$ cat config.mk
export PLATFORM = sky130hd
export DESIGN_NAME = uart_rx_capture_flat
export DESIGN_NICKNAME = d
export VERILOG_FILES = /design/src/rtl/uart_pkg.sv /design/src/rtl/uart_rx_capture_if.sv /design/src/rtl/sync_fifo.sv /design/src/rtl/uart_rx_capture.sv /design/src/flat_wrapper.sv
export SDC_FILE = /design/constraint.sdc
export NUM_CORES = 1
export LEC_CHECK = 0
export CELL_PAD_IN_SITES_DETAIL_PLACEMENT = 0
export CELL_PAD_IN_SITES_GLOBAL_PLACEMENT = 2
export CORE_MARGIN = 4
export CORE_UTILIZATION = 30
export DETAILED_ROUTE_END_ITERATION = 12
export PLACE_DENSITY = 0.61
export SYNTH_ARGS = -nofsm -noshare
export SYNTH_HDL_FRONTEND = slang
export SYNTH_SLANG_ARGS = --single-unit
export TNS_END_PERCENT = 1
$ cat constraint.sdc
create_clock -name clk -period 5.5 [get_ports clk]
set_input_delay 0.55 -clock clk [delete_from_list [all_inputs] [get_ports clk]]
set_output_delay 0.55 -clock clk [all_outputs]
set_load 0.05 [all_outputs]
$ cat src/rtl/uart_pkg.sv
// Shared types and constants for the UART receive capture block.
package uart_pkg;

  localparam int unsigned UART_DATA_BITS = 8;

  typedef enum logic [2:0] {
    IDLE,
    START,
    DATA,
    STOP,
    BRK
  } rx_state_e;

endpackage

$ cat src/rtl/uart_rx_capture_if.sv
// Byte-stream valid/ready bus from the UART receiver to its consumer.
interface uart_rx_capture_if;
  import uart_pkg::*;

  logic [UART_DATA_BITS-1:0] rx_data_o;
  logic                      rx_valid_o;
  logic                      rx_ready_i;

  modport master (output rx_data_o, output rx_valid_o, input rx_ready_i);
  modport slave  (input rx_data_o, input rx_valid_o, output rx_ready_i);

endinterface

$ cat src/rtl/sync_fifo.sv
// Show-ahead synchronous FIFO; pointers carry one wrap bit to tell full from empty.
module sync_fifo #(
  parameter int unsigned WIDTH = 8,
  parameter int unsigned DEPTH = 4
) (
  input  logic             clk,
  input  logic             rst_n,
  input  logic             push,
  input  logic             pop,
  input  logic [WIDTH-1:0] wdata,
  output logic [WIDTH-1:0] rdata,
  output logic             full,
  output logic             empty
);

  localparam int unsigned AW = $clog2(DEPTH);
  localparam int unsigned PW = AW + 1;

  logic [WIDTH-1:0] mem [DEPTH];
  logic [PW-1:0]    wptr;
  logic [PW-1:0]    rptr;
  logic             wr_en;
  logic             rd_en;

  assign empty = (wptr == rptr);
  assign full  = (wptr[AW] != rptr[AW]) && (wptr[AW-1:0] == rptr[AW-1:0]);
  assign rd_en = pop && !empty;
  // A simultaneous pop frees the slot this push lands in.
  assign wr_en = push && (!full || rd_en);
  assign rdata = mem[rptr[AW-1:0]];

  always_ff @(posedge clk) begin
    if (!rst_n) begin
      wptr <= '0;
      rptr <= '0;
      for (int i = 0; i < int'(DEPTH); i++) begin
        mem[i] <= '0;
      end
    end else begin
      if (wr_en) begin
        mem[wptr[AW-1:0]] <= wdata;
        wptr              <= wptr + PW'(1);
      end
      if (rd_en) begin
        rptr <= rptr + PW'(1);
      end
    end
  end

endmodule

$ cat src/rtl/uart_rx_capture.sv
// 8N1 UART receiver: synchronizer, mid-bit sampling FSM and byte FIFO with overflow flag.
module uart_rx_capture
  import uart_pkg::*;
#(
  parameter int unsigned BIT_CYCLES = 868,
  parameter int unsigned FIFO_DEPTH = 4
) (
  input  logic                  clk,
  input  logic                  rst_n,
  input  logic                  rx_i,
  input  logic                  clr_i,
  uart_rx_capture_if.master     rx_bus,
  output logic                  frame_err_o,
  output logic                  overflow_o,
  output logic                  busy_o
);

  localparam int unsigned CW = $clog2(BIT_CYCLES);
  localparam int unsigned IW = $clog2(UART_DATA_BITS);
  localparam logic [CW-1:0] HALF_LAST = CW'(BIT_CYCLES / 2 - 1);
  localparam logic [CW-1:0] FULL_LAST = CW'(BIT_CYCLES - 1);
  localparam logic [IW-1:0] IDX_LAST  = IW'(UART_DATA_BITS - 1);

  rx_state_e                 state;
  logic [CW-1:0]             cnt;
  logic [IW-1:0]             idx;
  logic [UART_DATA_BITS-1:0] shreg;
  logic                      rx_meta;
  logic                      rxs;

  logic fifo_full;
  logic fifo_empty;
  logic push_c;
  logic pop_c;
  logic drop_c;

  always_ff @(posedge clk) begin
    if (!rst_n) begin
      rx_meta <= 1'b1;
      rxs     <= 1'b1;
    end else begin
      rx_meta <= rx_i;
      rxs     <= rx_meta;
    end
  end

  // Push fires in the same cycle as the stop-bit sample so the FIFO sees it on that edge.
  assign push_c = (state == STOP) && (cnt == FULL_LAST) && rxs;
  assign pop_c  = rx_bus.rx_valid_o && rx_bus.rx_ready_i;
  assign drop_c = push_c && fifo_full && !pop_c;

  assign rx_bus.rx_valid_o = !fifo_empty;

  sync_fifo #(
    .WIDTH (UART_DATA_BITS),
    .DEPTH (FIFO_DEPTH)
  ) u_fifo (
    .clk   (clk),
    .rst_n (rst_n),
    .push  (push_c),
    .pop   (pop_c),
    .wdata (shreg),
    .rdata (rx_bus.rx_data_o),
    .full  (fifo_full),
    .empty (fifo_empty)
  );

  always_ff @(posedge clk) begin
    if (!rst_n) begin
      overflow_o <= 1'b0;
    end else if (drop_c) begin
      overflow_o <= 1'b1;
    end else if (clr_i) begin
      overflow_o <= 1'b0;
    end
  end

  always_ff @(posedge clk) begin
    if (!rst_n) begin
      state       <= IDLE;
      cnt         <= '0;
      idx         <= '0;
      shreg       <= '0;
      frame_err_o <= 1'b0;
      busy_o      <= 1'b0;
    end else begin
      frame_err_o <= 1'b0;
      case (state)
        IDLE: begin
          if (!rxs) begin
            state  <= START;
            cnt    <= '0;
            busy_o <= 1'b1;
          end
        end
        START: begin
          if (cnt == HALF_LAST) begin
            cnt <= '0;
            if (!rxs) begin
              state <= DATA;
              idx   <= '0;
            end else begin
              state  <= IDLE;
              busy_o <= 1'b0;
            end
          end else begin
            cnt <= cnt + CW'(1);
          end
        end
        DATA: begin
          if (cnt == FULL_LAST) begin
            cnt   <= '0;
            shreg <= {rxs, shreg[UART_DATA_BITS-1:1]};
            idx   <= idx + IW'(1);
            if (idx == IDX_LAST) begin
              state <= STOP;
            end
          end else begin
            cnt <= cnt + CW'(1);
          end
        end
        STOP: begin
          if (cnt == FULL_LAST) begin
            cnt <= '0;
            if (rxs) begin
              state  <= IDLE;
              busy_o <= 1'b0;
            end else begin
              state       <= BRK;
              frame_err_o <= 1'b1;
            end
          end else begin
            cnt <= cnt + CW'(1);
          end
        end
        BRK: begin
          // A held-low line must go idle before a new start bit is accepted.
          if (rxs) begin
            state  <= IDLE;
            busy_o <= 1'b0;
          end
        end
        default: begin
          state  <= IDLE;
          busy_o <= 1'b0;
        end
      endcase
    end
  end

endmodule

$ cat src/flat_wrapper.sv
// flat-port wrapper written by rule: the top's interface ports become plain ports
module uart_rx_capture_flat import uart_pkg::*;
#(
  parameter int unsigned BIT_CYCLES = 868,
  parameter int unsigned FIFO_DEPTH = 4
)
  (clk, rst_n, rx_i, clr_i, frame_err_o, overflow_o, busy_o, rx_bus_rx_data_o, rx_bus_rx_valid_o, rx_bus_rx_ready_i);
  uart_rx_capture_if rx_bus_i ();
  input  logic clk;
  input  logic rst_n;
  input  logic rx_i;
  input  logic clr_i;
  output logic frame_err_o;
  output logic overflow_o;
  output logic busy_o;
  output wire logic [$bits(rx_bus_i.rx_data_o)-1:0] rx_bus_rx_data_o;
  output wire logic [$bits(rx_bus_i.rx_valid_o)-1:0] rx_bus_rx_valid_o;
  input wire logic [$bits(rx_bus_i.rx_ready_i)-1:0] rx_bus_rx_ready_i;
  assign rx_bus_rx_data_o = rx_bus_i.rx_data_o;
  assign rx_bus_rx_valid_o = rx_bus_i.rx_valid_o;
  assign rx_bus_i.rx_ready_i = rx_bus_rx_ready_i;
  uart_rx_capture #(.BIT_CYCLES(BIT_CYCLES), .FIFO_DEPTH(FIFO_DEPTH)) u_core (.clk(clk), .rst_n(rst_n), .rx_i(rx_i), .clr_i(clr_i), .rx_bus(rx_bus_i), .frame_err_o(frame_err_o), .overflow_o(overflow_o), .busy_o(busy_o));
endmodule
==> results.py <==
metrics = {
    "synth": {
        "syn_nets": 298,
        "synth_edf_count": 32,
        "synth_top_area_share_pct": 29.3,
        "synth_ff_type": "dfxtp_1",
        "synth.avg_cell_area_um2": 11.4,
        "yosys.area.top_type": "edfxtp_1",
        "syn_area_um2": 3280,
        "ys_seq_area_share_pct": 51.9,
        "synthCells": 287,
        "ys_ff_latch": 69,
        "async_reset_ff_share_pct": 0,
        "ys_top_cells_by_area": "edfxtp_1, dfxtp_1, mux4_2",
        "synth.distinct_cells": 56,
        "yosys_warnings": 0,
    },
    "setup_path": {
        "cp.arrival_ns": 3.16,
        "r2r_end": "u_core.u_fifo.mem[0][2]$_SDFFCE_PN0P_",
        "critical-path-max-stage-delay_ns": 0.95,
        "critical_path_required_ns": 5.46,
        "cpLargestDelayFamily": "simple AND/OR/NAND/NOR gates",
        "r2r_start": "u_core.cnt[0]$_SDFFE_PN0P_",
        "critPathKind": "flop to flop",
        "crit_slowest_cell": "o21ai_0",
        "reg2reg_depth": 6,
        "cp-start-kind": "flop",
        "r2r_slack_ns": 2.31,
        "critPathCaptureType": "flop",
        "cp_max_fo": 15,
        "worst-path-buf-inv": 0,
        "worstPathCellList": "ha_1, and2_0, nand3_2, nor3_4, nand2b_1, o21ai_0",
    },
    "clock_network": {
        "cts_tree": "done",
        "cts_setup_buffers": 0,
        "root_buffer": "clkbuf_8",
        "clockBufferDepth": 2,
        "clkSinkCount": 69,
        "htreeDepth": 3,
        "ctsHoldBuffers": 0,
        "clock_latency_ns": 0.35,
        "ctsResizeCount": 0,
        "clkTransAtPathRegs_ns": 0.08,
        "cts_buffers": 9,
    },
    "outcome": {
        "outcome": "finished, final reports clean",
    },
    "grt": {
        "grt_pass1_wl_mm": 12.0,
        "antenna_found_initial": 0,
        "grt_usage_pct": 12.2,
        "globalRouteOverflowTotal": 0,
        "grt_max_degree": 27,
        "grt_pass1_vias": 2227,
    },
    "sta": {
        "setup_tns_ns": 0,
        "worst-slew-pin-transition_ns": 1.21,
        "timing.slew.headroom_pct": 18.6,
        "layout_setup_ws_ns": 2.31,
        "period_share_pct": 58.1,
        "skew_ns": 0.0123,
        "slew_violations": 0,
        "setup_viol": 0,
        "rsz0062_at_grt": "no",
        "hold_violations": 0,
        "fmax_ghz": 0.313,
        "holdWs_ns": 0.414,
        "fin_crit_ns": 3.19,
    },
    "worst_hold_path": {
        "hold_start": "u_core.rx_meta$_SDFF_PN1_",
        "hold_path_end": "u_core.rxs$_SDFF_PN1_",
        "whs_path_depth": 1,
        "hp-class": "flop to flop",
    },
    "run": {
        "drv_cap": 0,
    },
    "placement": {
        "dpl_cell_area_um2": 3570,
        "pre_cts_ws_ns": 2.20,
        "dpl.hpwl_mm": 5.29,
        "io_buffers": 16,
        "gp_congestion": 0.736,
    },
    "cells_and_area": {
        "fin_nets": 314,
        "drive_gt1_share_pct": 12.7,
        "fin_area_um2": 3740,
        "antennaDiodeCount": 0,
        "fill_cells": 1051,
        "mostFrequentLayoutCells": "dfxtp_1, edfxtp_1, nor2_1, and2_1, nand2_1",
        "layout_commonest_cell": "dfxtp_1",
        "syn_to_final_growth_pct": 14.1,
    },
    "die": {
        "die_height_um": 113,
        "core_um2": 10500,
        "rows": 37,
        "start_util_pct": 31.2,
        "ios": 17,
        "die_x_um": 113,
        "dieArea_um2": 12700,
    },
    "drt": {
        "drc": 0,
        "wl_mm": 7.33,
        "antenna_left": 0,
        "routedWlPerCell_um": 16.5,
        "drt_first_pass_iters": 5,
        "drt-vias-per-instance": 4.92,
        "routed-via-count": 2186,
        "drtIter0Drc": 78,
    },
    "pwr": {
        "power_density_nw_per_um2": 269,
        "p_leak_uw": 0.00122,
        "total_power_uw": 1010,
        "ir_drop_uv": 126,
    },
}
[cell usage after synthesis, types with 3 or more instances]
cell / n
o21ai_0: 10
nand2b_1: 7
a21oi_1: 5
nand4_1: 3
xor2_1: 3
ha_1: 6
and3_1: 9
buf_2: 3
clkbuf_1: 8
and2_1: 26
edfxtp_1: 32
nor2_1: 27
nand2_1: 18
nor4b_1: 3
inv_1: 4
o2bb2ai_1: 3
mux4_2: 8
mux2i_1: 11
nor3_1: 4
or4_1: 3
nand3_1: 11
dfxtp_1: 37
xnor2_1: 5
[how the worst max path moves through the flow]
stage                               start                                     to  cells past startpoint
3_5_place_dp            rx_bus_rx_ready_i  u_core.u_fifo.mem[0][0]$_SDFFCE_PN0P_                      5
2_1_floorplan  u_core.cnt[0]$_SDFFE_PN0P_  u_core.u_fifo.mem[1][0]$_SDFFCE_PN0P_                      7
5_1_grt        u_core.cnt[0]$_SDFFE_PN0P_  u_core.u_fifo.mem[0][2]$_SDFFCE_PN0P_                      6
6_report       u_core.cnt[0]$_SDFFE_PN0P_  u_core.u_fifo.mem[0][2]$_SDFFCE_PN0P_                      6
4_1_cts        u_core.cnt[0]$_SDFFE_PN0P_  u_core.u_fifo.mem[0][2]$_SDFFCE_PN0P_                      6
3_3_place_gp            rx_bus_rx_ready_i  u_core.u_fifo.mem[0][0]$_SDFFCE_PN0P_                      5
[state kept, by name, indices dropped and copies added (netlist names), 3 cells and up, named ones only]
name                cells
u_core.u_fifo.wptr      3
u_core.state            3
u_core.idx              3
u_core.shreg            8
u_core.u_fifo.mem      32
u_core.u_fifo.rptr      3
u_core.cnt             10
[logic make-up after synthesis]
kind of cell	share of synthesized area, %
adders and majority gates	2.29
and+or+nand+nor	24.4
DFF	51.9
buffers and inverters	2.06
muxes	8.85
xor gates and xnor gates	2.14
AOI/OAI and AO/OA	8.39
[area by class of cell]
cell class	instances	area [µm²]	share of cell area, %
Sequential cell	69	1700	45.4
Multi-Input combinational cell	201	1510	40.4
Tap cell	136	170	4.54
Timing Repair Buffer	17	168	4.48
Clock buffer	9	124	3.31
Clock inverter	7	51.3	1.37
Inverter	5	18.8	0.501
[power by group]
part / switching (µW) / internal [µW] / leakage (µW)
combinational: 45.9 / 26.0 / 0.000532
sequential: 11.4 / 551 / 0.000603
clock: 209 / 165 / 0.0000856
total: 266 / 742 / 0.00122
[per-layer routing]
layer / track usage, % / wire [µm] / vias up
met1: 14.4 / 3150 / 1054
met2: 21.3 / 3840 / 36
met5: 0 / 0 / -
met4: 4.57 / 140 / 0
met3: 3.23 / 198 / 10
li1: - / - / 1086
[through the flow]
step                instances  utilization (%)
floorplan                 287                -
global route              444             35.6
CTS                       444             35.6
detailed placement        428             34.0
finish                    444             35.6
global placement          428             34.0
(Power assumes the default switching activity.)
